<file path="config.mk">
export PLATFORM = sky130hd
export DESIGN_NAME = xbar_switch_n
export DESIGN_NICKNAME = d
export VERILOG_FILES = /design/src/rtl/xbar_pkg.sv /design/src/rtl/xbar_rr_arb.sv /design/src/rtl/xbar_switch_n.sv
export SDC_FILE = /design/constraint.sdc
export NUM_CORES = 1
export LEC_CHECK = 0
export CORE_ASPECT_RATIO = 0.7
export CORE_UTILIZATION = 25
export CTS_CLUSTER_SIZE = 30
export DETAILED_ROUTE_END_ITERATION = 6
export PLACE_DENSITY = 0.43
export SYNTH_ARGS = -nofsm -noshare
export SYNTH_HDL_FRONTEND = slang
export SYNTH_SLANG_ARGS = --single-unit
</file>
<file path="constraint.sdc">
create_clock -name clk_i -period 4.82 [get_ports clk_i]
set_clock_uncertainty 0.1 [all_clocks]
set_input_delay 1.446 -clock clk_i [delete_from_list [all_inputs] [get_ports clk_i]]
set_output_delay 1.446 -clock clk_i [all_outputs]
set_load 0.005 [all_outputs]
</file>
<file path="src/rtl/xbar_pkg.sv">
// ============================================================================
// Module      : xbar_pkg
// Description : Shared defaults and helper function for the NxN crossbar.
// Revision    : 1.0 - initial release
// ============================================================================
`default_nettype none

package xbar_pkg;

    localparam int NPORT_DEF = 4;
    localparam int DW_DEF    = 4;
    localparam int DEPTH_DEF = 2;

    // Ceiling log2; clog2(1) = 0
    function automatic int clog2(input int value);
        int r;
        r = 0;
        for (int v = value - 1; v > 0; v = v >> 1) begin
            r = r + 1;
        end
        return r;
    endfunction

endpackage

`default_nettype wire

</file>
<file path="src/rtl/xbar_rr_arb.sv">
// ============================================================================
// Module      : xbar_rr_arb
// Description : N-request round-robin arbiter, one-hot grant, pointer register.
// Revision    : 1.0 - initial release
// ============================================================================
`default_nettype none

module xbar_rr_arb
    import xbar_pkg::*;
#(
    parameter int N = NPORT_DEF
) (
    input  logic         clk_i,
    input  logic         rst_i,
    input  logic         en_i,
    input  logic [N-1:0] req_i,
    output logic [N-1:0] gnt_o
);

    localparam int PW = clog2(N);

    logic [PW-1:0] ptr_q;
    logic [PW-1:0] ptr_d;
    logic [PW-1:0] idx_w;
    logic          found_w;

    // N is a power of two, so the pointer arithmetic wraps naturally
    always_comb begin
        gnt_o   = '0;
        ptr_d   = ptr_q;
        found_w = 1'b0;
        idx_w   = ptr_q;
        for (int k = 0; k < N; k++) begin
            idx_w = ptr_q + PW'(k);
            if (en_i && !found_w && req_i[idx_w]) begin
                gnt_o[idx_w] = 1'b1;
                ptr_d        = idx_w + PW'(1);
                found_w      = 1'b1;
            end
        end
    end

    always_ff @(posedge clk_i) begin
        if (rst_i) begin
            ptr_q <= '0;
        end else begin
            ptr_q <= ptr_d;
        end
    end

endmodule

`default_nettype wire

</file>
<file path="src/rtl/xbar_switch_n.sv">
// ============================================================================
// Module      : xbar_switch_n
// Description : NxN crossbar with per-input FIFOs and per-output RR arbitration.
// Revision    : 1.0 - initial release
// ============================================================================
`default_nettype none

module xbar_switch_n
    import xbar_pkg::*;
#(
    parameter int NPORT = NPORT_DEF,
    parameter int DW    = DW_DEF,
    parameter int DEPTH = DEPTH_DEF,
    localparam int AW   = clog2(NPORT)
) (
    input  logic                clk_i,
    input  logic                rst_i,
    input  logic [NPORT-1:0]    Y_validtx,
    input  logic [NPORT*AW-1:0] Y_adr_i,
    input  logic [NPORT*DW-1:0] Y_dat_i,
    output logic [NPORT-1:0]    Y_acktx,
    output logic [NPORT*DW-1:0] X_dat_o,
    output logic [NPORT-1:0]    X_validrx,
    input  logic [NPORT-1:0]    X_ackrx,
    output logic [NPORT-1:0]    valids
);

    localparam int EW      = AW + DW;
    localparam int ENTRIES = 2 ** DEPTH;
    localparam int CW      = DEPTH + 1;

    logic [AW-1:0]    head_adr_w [NPORT];
    logic [DW-1:0]    head_dat_w [NPORT];
    logic [NPORT-1:0] nempty_w;
    logic [NPORT-1:0] pop_w;
    logic [NPORT-1:0] req_w      [NPORT];
    logic [NPORT-1:0] gnt_w      [NPORT];
    logic [DW-1:0]    gdat_w     [NPORT];

    // req_w[j][i]: head of FIFO i is addressed to output j
    always_comb begin
        for (int j = 0; j < NPORT; j++) begin
            for (int i = 0; i < NPORT; i++) begin
                req_w[j][i] = nempty_w[i] && (head_adr_w[i] == AW'(j));
            end
        end
    end

    always_comb begin
        pop_w = '0;
        for (int j = 0; j < NPORT; j++) begin
            gdat_w[j] = '0;
            for (int i = 0; i < NPORT; i++) begin
                pop_w[i] = pop_w[i] | gnt_w[j][i];
                if (gnt_w[j][i]) begin
                    gdat_w[j] = gdat_w[j] | head_dat_w[i];
                end
            end
        end
    end

    for (genvar i = 0; i < NPORT; i++) begin : g_fifo
        logic [EW-1:0]    mem_q [ENTRIES];
        logic [DEPTH-1:0] wptr_q;
        logic [DEPTH-1:0] rptr_q;
        logic [CW-1:0]    cnt_q;
        logic             full_w;
        logic             push_w;

        assign full_w        = (cnt_q == CW'(ENTRIES));
        assign Y_acktx[i]    = ~full_w & ~rst_i;
        assign push_w        = Y_validtx[i] & Y_acktx[i];
        assign nempty_w[i]   = (cnt_q != '0);
        assign valids[i]     = nempty_w[i];
        assign head_adr_w[i] = mem_q[rptr_q][EW-1:DW];
        assign head_dat_w[i] = mem_q[rptr_q][DW-1:0];

        always_ff @(posedge clk_i) begin
            if (push_w) begin
                mem_q[wptr_q] <= {Y_adr_i[i*AW +: AW], Y_dat_i[i*DW +: DW]};
            end
        end

        always_ff @(posedge clk_i) begin
            if (rst_i) begin
                wptr_q <= '0;
                rptr_q <= '0;
                cnt_q  <= '0;
            end else begin
                if (push_w) begin
                    wptr_q <= wptr_q + DEPTH'(1);
                end
                if (pop_w[i]) begin
                    rptr_q <= rptr_q + DEPTH'(1);
                end
                case ({push_w, pop_w[i]})
                    2'b10:   cnt_q <= cnt_q + CW'(1);
                    2'b01:   cnt_q <= cnt_q - CW'(1);
                    default: cnt_q <= cnt_q;
                endcase
            end
        end
    end

    for (genvar j = 0; j < NPORT; j++) begin : g_out
        logic          ovalid_q;
        logic [DW-1:0] odat_q;
        logic          free_w;

        assign free_w              = ~ovalid_q | X_ackrx[j];
        assign X_validrx[j]        = ovalid_q;
        assign X_dat_o[j*DW +: DW] = odat_q;

        xbar_rr_arb #(
            .N (NPORT)
        ) u_arb (
            .clk_i (clk_i),
            .rst_i (rst_i),
            .en_i  (free_w),
            .req_i (req_w[j]),
            .gnt_o (gnt_w[j])
        );

        always_ff @(posedge clk_i) begin
            if (rst_i) begin
                ovalid_q <= 1'b0;
                odat_q   <= '0;
            end else if (free_w) begin
                ovalid_q <= |gnt_w[j];
                if (|gnt_w[j]) begin
                    odat_q <= gdat_w[j];
                end
            end
        end
    end

endmodule

`default_nettype wire

</file>
==> impl_results.md, run 1 <==
- Outcome: finished clean
- Antenna diodes: 0
- DRC: 0
- Leakage: 0.00371 uW
- DIE AREA: 36000 sq um
- CP Data Required Time: 5.09 ns
- Number of CTS-inserted buffers: 17
- WP data arrival: 4.81 ns
- Fillers: 3530
- Tot GR Track Use: 14.1%
- Worst reg2reg endpoint: g_fifo[1].cnt_q[2]
- Sequential share of the synthesized area: 47.2%
- Routed wire length: 24700 um
- RSZ-0062 raised after global routing: no
- CP endpoint kind: register
- Synth warn: 0
- Post-synthesis register bit count: 160
- Share of layout cells above drive strength 1: 14.5%
- Synthesized cell area: 8820 sq um
- Clock-pin transition on the worst setup and hold timing paths: 0.08 ns
- Largest net degree at the start of global routing: 39
- Area share of the largest cell type after synthesis: 32.7%
- Most frequent cells in the layout: edfxtp_1 (96), dfxtp_1 (63), clkdlybuf4s50_1 (60)
- Area leader, netlist: edfxtp_1
- Port Buffers: 61
- Most common cell after layout, fill and taps aside: edfxtp_1
- CTS tree: yes
- Sink Count: 160
- Vias per inst: 4.82
- First-pass DRT Iterations: 5
- Initial antenna violation count: 1
- Top FF cell, synth: edfxtp_1
- HPWL after DPL: 18800 um
- Slew @ Worst Pin: 1.14 ns
- Area contributors post-synth: edfxtp_1 (33%), dfxtp_1 (15%), mux4_2 (8.4%), ha_1 (6.7%), a22oi_1 (2.8%)
- Die Span Y: 159 um
- Avg Inst Size Synth: 11.5 sq um
- Post-Syn Instances: 765
- Die Wd: 226 um
- Hold Fails Final Rpt: 0
- PD cells: 611 nW/um^2
- Mapped Nets: 850
- Final min period: 4.54 ns
- Post-synth EDFFs: 96
- Final setup vio count: 0
- Htree depth: 4
- Hold Crit Depth: 2
- R2R depth: 14
- Hold_buf cts: 0
- Max Freq: 0.220 GHz
- Max-slew violation count: 0
- CP Max Fanout: 11
- Clk root buf: clkbuf_16
- Vias in the first global route: 6169
- Worst VDD drop: 190 uV
- Max-Cap Viols: 0
- Reg2Reg Setup Slack: 0.28 ns
- Routed length per instance: 18.5 um
- CP startpoint kind: register
- Longest Clk Path Bufs: 2
- Hold Path End: g_fifo[2].cnt_q[2]
- Starting DRC count in detailed routing: 547
- Nets: 936
- Starting Density: 25.4%
- Global-route wire length before repair: 37800 um
- GRT overflow: 0
- Gpl congestion: 0.854
- I/O pin count: 62
- Setup tns final: 0 ns
- Core Rows: 57
- Vias: 6437
- Antenna-violating nets left: 0
- WS Path Type: register to register
- Hold wc startpoint: g_fifo[2].cnt_q[2]
- Clk_lat worst skew: 0.45 ns
- Unique masters post-synth: 60
- Synthesis-to-layout area growth: 21.4%
- Fin cells: 1336
- Core Area: 34700 sq um
- Worst slew margin: 23.0%
- Final Cycle Share: 94.2%
- Synth async-reset ratio: 0%
- Hold Path Class: register to register
- Placed cells: 1304
-- worst max path at each step --
stage,from,to,slack [ns],depth (start not counted)
floorplan,g_out[1].u_arb.ptr_q[0],g_fifo[0].cnt_q[2],0.45,14
CTS,register,g_fifo[3].cnt_q[2],0.13,14
global placement,register,g_fifo[3].cnt_q[2],0.17,14
global route,register,g_fifo[1].cnt_q[2],0.02,14
finish,register,g_fifo[1].cnt_q[2],0.28,14
detailed placement,X_ackrx[2],g_fifo[1].cnt_q[2],0.16,12
-- logic make-up (layout without fill, tap and decap cells) --
family / after synthesis / count (layout) / share of synthesized area [%]
flops: 160 / 160 / 47.2
fa+ha+maj: 51 / 51 / 7.58
compound gates: 192 / 192 / 14.8
mux: 55 / 55 / 11.2
buf+inv: 71 / 170 / 3.82
simple gates: 216 / 216 / 13.3
xor+xnor: 20 / 20 / 2.07
-- cell usage after synthesis (7+ instances only) --
cell	instances
a22oi_1	33
nand2_1	28
mux2i_1	12
mux4_2	33
o211ai_1	7
a31oi_1	15
xnor2_1	10
xor2_1	9
dfxtp_1	64
o21a_1	13
mux2_1	8
o21ai_0	29
a311oi_1	8
and3_1	31
nand3_1	19
a21oi_1	39
nand3b_1	15
buf_2	8
clkbuf_1	14
edfxtp_1	96
nor2_1	54
ha_1	47
nand4_1	7
or3b_1	9
nor3_1	7
a221o_1	12
nand2b_1	11
o31ai_1	7
inv_1	33
-- critical path: stages, from the launching register on --
cell and delay (ns):
dfxtp_1 0.58, mux2_1 0.39, and3_1 0.20, o21a_1 0.25
mux4_2 0.57, or2_2 0.36, nor2_2 0.18, a221o_1 0.33
or4_1 0.26, ha_1 0.21, inv_1 0.06, fa_1 0.37
xor2_1 0.15, or3_1 0.30, a21oi_1 0.14
-- metrics by stage --
| stage | utilization [%] | setup WS, ns | hold WS [ns] | total power (uW) | cell area (sq um) |
|---|---|---|---|---|---|
| 5_1_grt | 30.8 | 0.0224 | 0.432 | 6990 | 10700 |
| 6_report | 30.8 | 0.281 | 0.416 | 6540 | 10700 |
| 3_5_place_dp | 29.1 | 0.155 | 0.402 | 5180 | 10100 |
| 2_1_floorplan | - | 0.454 | 0.368 | 4110 | 8820 |
| 4_1_cts | 30.8 | 0.133 | 0.416 | 6560 | 10700 |
| 3_3_place_gp | 29.1 | 0.167 | 0.390 | 5230 | 10100 |
-- layer usage --
metal,track usage [%],vias to the layer above,routed length [um]
met5,0,-,0
met4,4.67,0,520
li1,-,3117,-
met1,21.7,3115,12800
met3,2.92,29,1250
met2,19.3,176,10100
-- flip-flops by register name, indices dropped and copies added, names as in the netlist, named ones only --
| name | flops |
|---|---|
| g_out.odat_q | 16 |
| g_out.u_arb.ptr_q | 8 |
| g_fifo.mem_q | 96 |
| g_out.ovalid_q | 4 |
| g_fifo.wptr_q | 8 |
| g_fifo.cnt_q | 12 |
| g_fifo.rptr_q | 8 |
-- where the power goes --
group | switching [uW] | internal, uW
combinational | 1830 | 1450
sequential | 247 | 1670
clock | 653 | 686
total | 2730 | 3810
-- area by class of cell --
type / count / area, sq um / share of cell area, %
multi-input cells: 534 / 4330 / 40.5
flip-flops and latches: 160 / 4170 / 38.9
repair buffers: 101 / 906 / 8.46
well taps: 472 / 591 / 5.52
clock buffers: 17 / 425 / 3.98
clock inverters: 15 / 141 / 1.32
inverters: 37 / 139 / 1.30
-- repair_timing --
| item | CTS | global route |
|---|---|---|
| setup buffers | 0 | 0 |
| gates resized for setup | 0 | 4 |
| endpoints found under the setup margin | 0 | 2 |
(Power assumes the default switching activity.)
==> run 2, diff against run 1 <==
CAP_MARGIN = 25   (was not set)
==> run 2 against run 1 <==
Compared with the run above:
- count of clock-buffer cells in the layout unchanged
- utilization increased by 0.10 points
- setup slack improved by 0.028 ns
- sequential power about the same
- hold slack got worse by 0.0018 ns
- via count increased by 0.51%
- sequential share of layout area decreased by 0.12 points
- final area increased by 0.33%
- register-to-register slack improved by 0.03 ns
- final cell count about the same
- clock power increased by 4%
- critical path type unchanged
- critical endpoint is now g_fifo[0].cnt_q[2]
==> impl_results.md, run 2 (synthesis gave the netlist of run 1 again) <==
- DRC: 0 (unchanged)
- Clk root buf: clkbuf_16 (unchanged)
- Vias per inst: 4.84 (was 4.82)
- Final setup vio count: 0 (unchanged)
- PD cells: 615 nW/um^2 (was 611 nW/um^2)
- Vias in the first global route: 6085 (was 6169)
- CP Data Required Time: 5.05 ns (was 5.09 ns)
- WP data arrival: 4.74 ns (was 4.81 ns)
- Registers with the most flip-flops: g_fifo.mem_q (96), g_out.odat_q (16), g_fifo.cnt_q (12) (unchanged)
- Max FFs per register: 96 (unchanged)
- CP startpoint kind: register (unchanged)
- Hold Path Class: register to register (unchanged)
- Share of layout cells above drive strength 1: 14.5% (about the same)
- Buf/Inv on CP: 0 (was 1)
- Final min period: 4.51 ns (was 4.54 ns)
- Slew @ Worst Pin: 0.804 ns (was 1.14 ns)
- CTS tree: yes (unchanged)
- Reg2Reg Setup Slack: 0.31 ns (was 0.28 ns)
- Max-slew violation count: 0 (unchanged)
- Placement Setup Slack: 0.152 ns (was 0.155 ns)
- Worst path max stage delay: 0.66 ns (was 0.58 ns)
- Nets: 937 (was 936)
- Most frequent cells in the layout: edfxtp_1 (96), dfxtp_1 (62), clkdlybuf4s50_1 (60) (was edfxtp_1 (96), dfxtp_1 (63), clkdlybuf4s50_1 (60))
- Core Rows: 57 (unchanged)
- Cells along the critical path: or3b_1 > a21oi_2 > o21ai_1 > mux4_2 > nand2_2 > nor2_2 > a221o_1 > or4_4 > nor2b_1 > fa_1 > and3_1 > mux2i_1 > mux2_1 (was mux2_1 > and3_1 > o21a_1 > mux4_2 > or2_2 > nor2_2 > a221o_1 > or4_1 > ha_1 > inv_1 > fa_1 > xor2_1 > or3_1 > a21oi_1)
- Gpl congestion: 0.854 (unchanged)
- Longest Clk Path Bufs: 2 (unchanged)
- Max-Cap Viols: 0 (unchanged)
- Most common cell after layout, fill and taps aside: edfxtp_1 (unchanged)
- Routed length per instance: 18.3 um (was 18.5 um)
- Global-route wire length before repair: 37500 um (was 37800 um)
- Clk_lat worst skew: 0.44 ns (was 0.45 ns)
- Max Freq: 0.222 GHz (was 0.220 GHz)
- Sink Count: 160 (unchanged)
- Routed wire length: 24400 um (was 24700 um)
- Starting DRC count in detailed routing: 494 (was 547)
- Die Wd: 226 um (unchanged)
- DIE AREA: 36000 sq um (unchanged)
- Largest Register: g_fifo.mem_q (unchanged)
- Antenna diodes: 0 (unchanged)
- Core Area: 34700 sq um (unchanged)
- Synthesis-to-layout area growth: 21.8% (was 21.4%)
- Area after DPL: 10100 sq um (about the same)
- Power consumption: 6600 uW (was 6540 uW)
- CP Max Fanout: 13 (was 11)
- Hold Fails Final Rpt: 0 (unchanged)
- Vias: 6470 (was 6437)
- Starting Density: 25.4% (unchanged)
- Worst VDD drop: 215 uV (was 190 uV)
- Tot GR Track Use: 14.0% (was 14.1%)
- HPWL after DPL: 18900 um (was 18800 um)
- CP delay by family, top: simple AND/OR/NAND/NOR gates (unchanged)
- Largest net degree at the start of global routing: 39 (unchanged)
- Port Buffers: 61 (unchanged)
- Slowest CP cell: mux4_2 (was dfxtp_1)
- Die Span Y: 159 um (unchanged)
- Worst slew margin: 46.0% (was 23.0%)
- GRT overflow: 0 (unchanged)
- Outcome: finished clean (unchanged)
- Final Worst Setup Slack: 0.309 ns (was 0.281 ns)
- I/O pin count: 62 (unchanged)
- Initial antenna violation count: 1 (unchanged)
- Clock-pin transition on the worst setup and hold timing paths: 0.07 ns (was 0.08 ns)
- Hold slack: 0.414 ns (was 0.416 ns)
- Number of CTS-inserted buffers: 17 (unchanged)
- Antenna-violating nets left: 0 (unchanged)
- First-pass DRT Iterations: 5 (unchanged)
- CP endpoint kind: register (unchanged)
- Setup tns final: 0 ns (unchanged)
- Leakage: 0.00373 uW (was 0.00371 uW)
- Final Cell Area: 10700 sq um (about the same)
- Htree depth: 4 (unchanged)
- WS Path Type: register to register (unchanged)
- RSZ-0062 raised after global routing: no (unchanged)
- Final Cycle Share: 93.6% (was 94.2%)
[run 2: report_power, final]
part	total, uW	internal, uW	switching (uW)
combinational	3290	1460	1830
sequential	1920	1670	244
clock	1400	780	619
total	6600	3910	2690
[run 2: repair_timing]
action                                  CTS  global route
hold buffers                              0             0
resized for setup                         0             5
endpoints found under the setup margin    0             3
setup buffers                             0             0
[run 2: through the flow]
step	util (%)	instances
floorplan	-	765
global placement	29.1	1304
detailed placement	29.1	1305
CTS	30.9	1337
global route	30.9	1337
finish	30.9	1337
[run 2: final timing paths]
| kind | start | end | cells past startpoint |
|---|---|---|---|
| worst min register to register | g_fifo[1].cnt_q[1] | g_fifo[1].cnt_q[1] | 2 |
| worst max register to register | register | g_fifo[0].cnt_q[2] | 13 |
| worst max-delay path | register | g_fifo[0].cnt_q[2] | 13 |
| worst min-delay path | g_fifo[1].cnt_q[1] | g_fifo[1].cnt_q[1] | 2 |
[run 2: cell type report]
cell class | count | area, sq um
Multi-Input combinational cell | 534 | 4330
Clock buffer | 17 | 425
Fill cell | 3537 | 24000
Clock inverter | 15 | 170
Inverter | 37 | 139
Timing Repair Buffer | 102 | 911
Sequential cell | 160 | 4170
Tap cell | 472 | 591
[run 2: worst min-delay path, delay by kind of cell, from the launching register on]
kind | cells | cell delay [ns]
compound gates | 1 | 0.07
flops | 1 | 0.34
simple gates | 1 | 0.07
[run 2: per-layer routing]
layer,track usage (%),share of wire [%]
met2,19.2,41
met1,21.4,50
met3,3.27,7.0
met5,0,0
met4,3.93,1.5
==> run 3, diff against run 2 <==
MAX_ROUTING_LAYER = met4   (was not set)
clock period = 4.2 ns   (was 4.82 ns; I/O delays follow)
==> run 3 against run 2 <==
Compared with the run above:
- final area rose by 10%
- setup slack got worse by 0.26 ns
- clock power rose by 21%
- non-clock buffer count rose by 97
- hold slack got worse by 0.0032 ns
- sequential power rose by 12%
- utilization rose by 3.2 points
- sequential share of layout area fell by 3.6 points
- combinational power rose by 46%
- sequential cell count did not move
- count of clock-buffer cells in the layout did not move
- final cell count rose by 7.3%
- largest cell class unchanged
- highest routed layer unchanged
==> impl_results.md, run 3 (synthesis gave the netlist of run 1 again) <==
- Outcome: finished clean (unchanged)
- DRC: 0 (unchanged)
- Worst path max stage delay: 0.58 ns (was 0.66 ns)
- Htree depth: 4 (unchanged)
- Vias in the first global route: 6615 (was 6085)
- CP Data Required Time: 4.48 ns (was 5.05 ns)
- RSZ-0062 raised after global routing: yes (was no)
- PD cells: 728 nW/um^2 (was 615 nW/um^2)
- Max-slew violation count: 0 (unchanged)
- Longest Clk Path Bufs: 2 (unchanged)
- DIE AREA: 36000 sq um (unchanged)
- Most frequent cells in the layout: buf_4 (126), edfxtp_1 (96), dfxtp_1 (60), clkdlybuf4s50_1 (60), nor2_1 (52) (was edfxtp_1 (96), dfxtp_1 (62), clkdlybuf4s50_1 (60))
- Max-Cap Viols: 0 (unchanged)
- Hold_buf cts: 0 (unchanged)
- Nets: 1034 (was 937)
- Synthesis-to-layout area growth: 34.5% (was 21.8%)
- WS Path Type: register to register (unchanged)
- I/O pin count: 62 (unchanged)
- Slew @ Worst Pin: 0.705 ns (was 0.804 ns)
- Final Cycle Share: 98.8% (was 93.6%)
- Antenna diodes: 0 (unchanged)
- Hold Fails Final Rpt: 0 (unchanged)
- Final setup vio count: 0 (unchanged)
- GRT overflow: 0 (unchanged)
- First-pass DRT Iterations: 5 (unchanged)
- Reg2Reg Setup Slack: 0.05 ns (was 0.31 ns)
- Core Area: 34700 sq um (unchanged)
- Die Wd: 226 um (unchanged)
- Vias per inst: 4.80 (was 4.84)
- Leakage: 0.00428 uW (was 0.00373 uW)
- Worst slew margin: 52.5% (was 46.0%)
- CP Max Fanout: 5 (was 13)
- Hold Path Class: register to register (unchanged)
- Starting DRC count in detailed routing: 474 (was 494)
- Tot GR Track Use: 15.3% (was 14.0%)
- HPWL after DPL: 19800 um (was 18900 um)
- Number of CTS-inserted buffers: 17 (unchanged)
- Registers with the most flip-flops: g_fifo.mem_q (96), g_out.odat_q (16), g_fifo.cnt_q (12) (unchanged)
- Largest Register: g_fifo.mem_q (unchanged)
- CTS tree: yes (unchanged)
- Sink Count: 160 (unchanged)
- Share of layout cells above drive strength 1: 29.3% (was 14.5%)
- CP delay by family, top: simple AND/OR/NAND/NOR gates (unchanged)
- Port Buffers: 61 (unchanged)
- Final Worst Setup Slack: 0.0511 ns (was 0.309 ns)
- Max FFs per register: 96 (unchanged)
- Largest net degree at the start of global routing: 48 (was 39)
- Antenna-violating nets left: 0 (unchanged)
- Most common cell after layout, fill and taps aside: buf_4 (was edfxtp_1)
- Clock-pin transition on the worst setup and hold timing paths: 0.07 ns (about the same)
- Clk_lat worst skew: 0.45 ns (was 0.44 ns)
- Gpl congestion: 0.938 (was 0.854)
- Vias: 6882 (was 6470)
- Global-route wire length before repair: 40000 um (was 37500 um)
- Initial antenna violation count: 0 (was 1)
- Cells along the critical path: or3b_1 > a21oi_2 > o21ai_2 > mux4_2 > nand2_4 > nor2_4 > buf_6 > a221o_1 > or4_4 > ha_4 > inv_2 > fa_2 > xor2_2 > or3_4 > a21oi_2 (was or3b_1 > a21oi_2 > o21ai_1 > mux4_2 > nand2_2 > nor2_2 > a221o_1 > or4_4 > nor2b_1 > fa_1 > and3_1 > mux2i_1 > mux2_1)
- Core Rows: 57 (unchanged)
- Slowest CP cell: mux4_2 (unchanged)
- Final min period: 4.15 ns (was 4.51 ns)
- Die Span Y: 159 um (unchanged)
- Routed length per instance: 18.2 um (was 18.3 um)
- Clk root buf: clkbuf_16 (unchanged)
- CP endpoint kind: register (unchanged)
- WP data arrival: 4.43 ns (was 4.74 ns)
- Routed wire length: 26000 um (was 24400 um)
- Buf/Inv on CP: 2 (was 0)
- Finished Core Util: 34.1% (was 30.9%)
- Placement Setup Slack: -0.258 ns (was 0.152 ns)
- Starting Density: 25.4% (unchanged)
- Max Freq: 0.241 GHz (was 0.222 GHz)
- Cell repeated most along the worst path: a21oi_2
- Worst VDD drop: 264 uV (was 215 uV)
- CP startpoint kind: register (unchanged)
==> run 3: cell count changes in the layout (fill, tap and decap cells not counted), sizes merged <==
cell and change:
buf +97, bufinv +1, clkinv -3, inv +2
==> run 3: layer usage <==
metal	track usage (%)	vias to the layer above	part of all wire (%)
met2	20.2	200	42
li1	-	3322	-
met3	3.38	25	5.3
met5	-	-	0
met1	22.8	3335	52
met4	4.36	0	0.99
==> run 3: final cells by class <==
| type | count | area (sq um) |
|---|---|---|
| fillers | 3453 | 22900 |
| multi-input cells | 534 | 4650 |
| flip-flops and latches | 160 | 4180 |
| repair buffers | 199 | 1670 |
| well taps | 472 | 591 |
| clock buffers | 17 | 425 |
| clock inverters | 15 | 195 |
| inverters | 37 | 140 |
==> run 3: metrics by stage <==
step	TNS [ns]	power [uW]	area [sq um]	hold slack, ns	cells
6_report	0	8630	11900	0.411	1434
5_1_grt	-0.424	9220	11900	0.449	1434
4_1_cts	-0.0217	8300	11500	0.412	1419
3_5_place_dp	-0.956	6470	10700	0.398	1384
3_3_place_gp	-0.829	6500	10700	0.390	1382
2_1_floorplan	0	4720	8820	0.368	765
==> run 3: worst paths after layout <==
check / start / cells past startpoint / end
hold / removal: g_out[3].odat_q[2] / 2 / g_out[3].odat_q[2]
hold reg to reg: g_out[3].odat_q[2] / 2 / g_out[3].odat_q[2]
setup / recovery: g_fifo[1].mem_q[0][4] / 15 / g_fifo[2].cnt_q[2]
setup reg to reg: g_fifo[1].mem_q[0][4] / 15 / g_fifo[2].cnt_q[2]
==> run 3: worst min-delay path, cell delays in order, from the launching register on <==
cell      delay [ns]
dfxtp_1         0.31
nor2_1          0.10
a311oi_1        0.06
==> run 3: power breakdown <==
| part | total [uW] | internal (uW) | leakage (uW) | switching (uW) |
|---|---|---|---|---|
| Combinational | 4790 | 2330 | 0.00257 | 2460 |
| Clock | 1690 | 958 | 0.000304 | 732 |
| Sequential | 2150 | 1930 | 0.00140 | 218 |
| Total | 8630 | 5220 | 0.00428 | 3410 |
==> run 3: repair_timing <==
action	4_1_cts	5_1_grt
buffers inserted	3	15
pin swaps	6	32
gates resized for setup	32	72
endpoints found under the setup margin	7	7
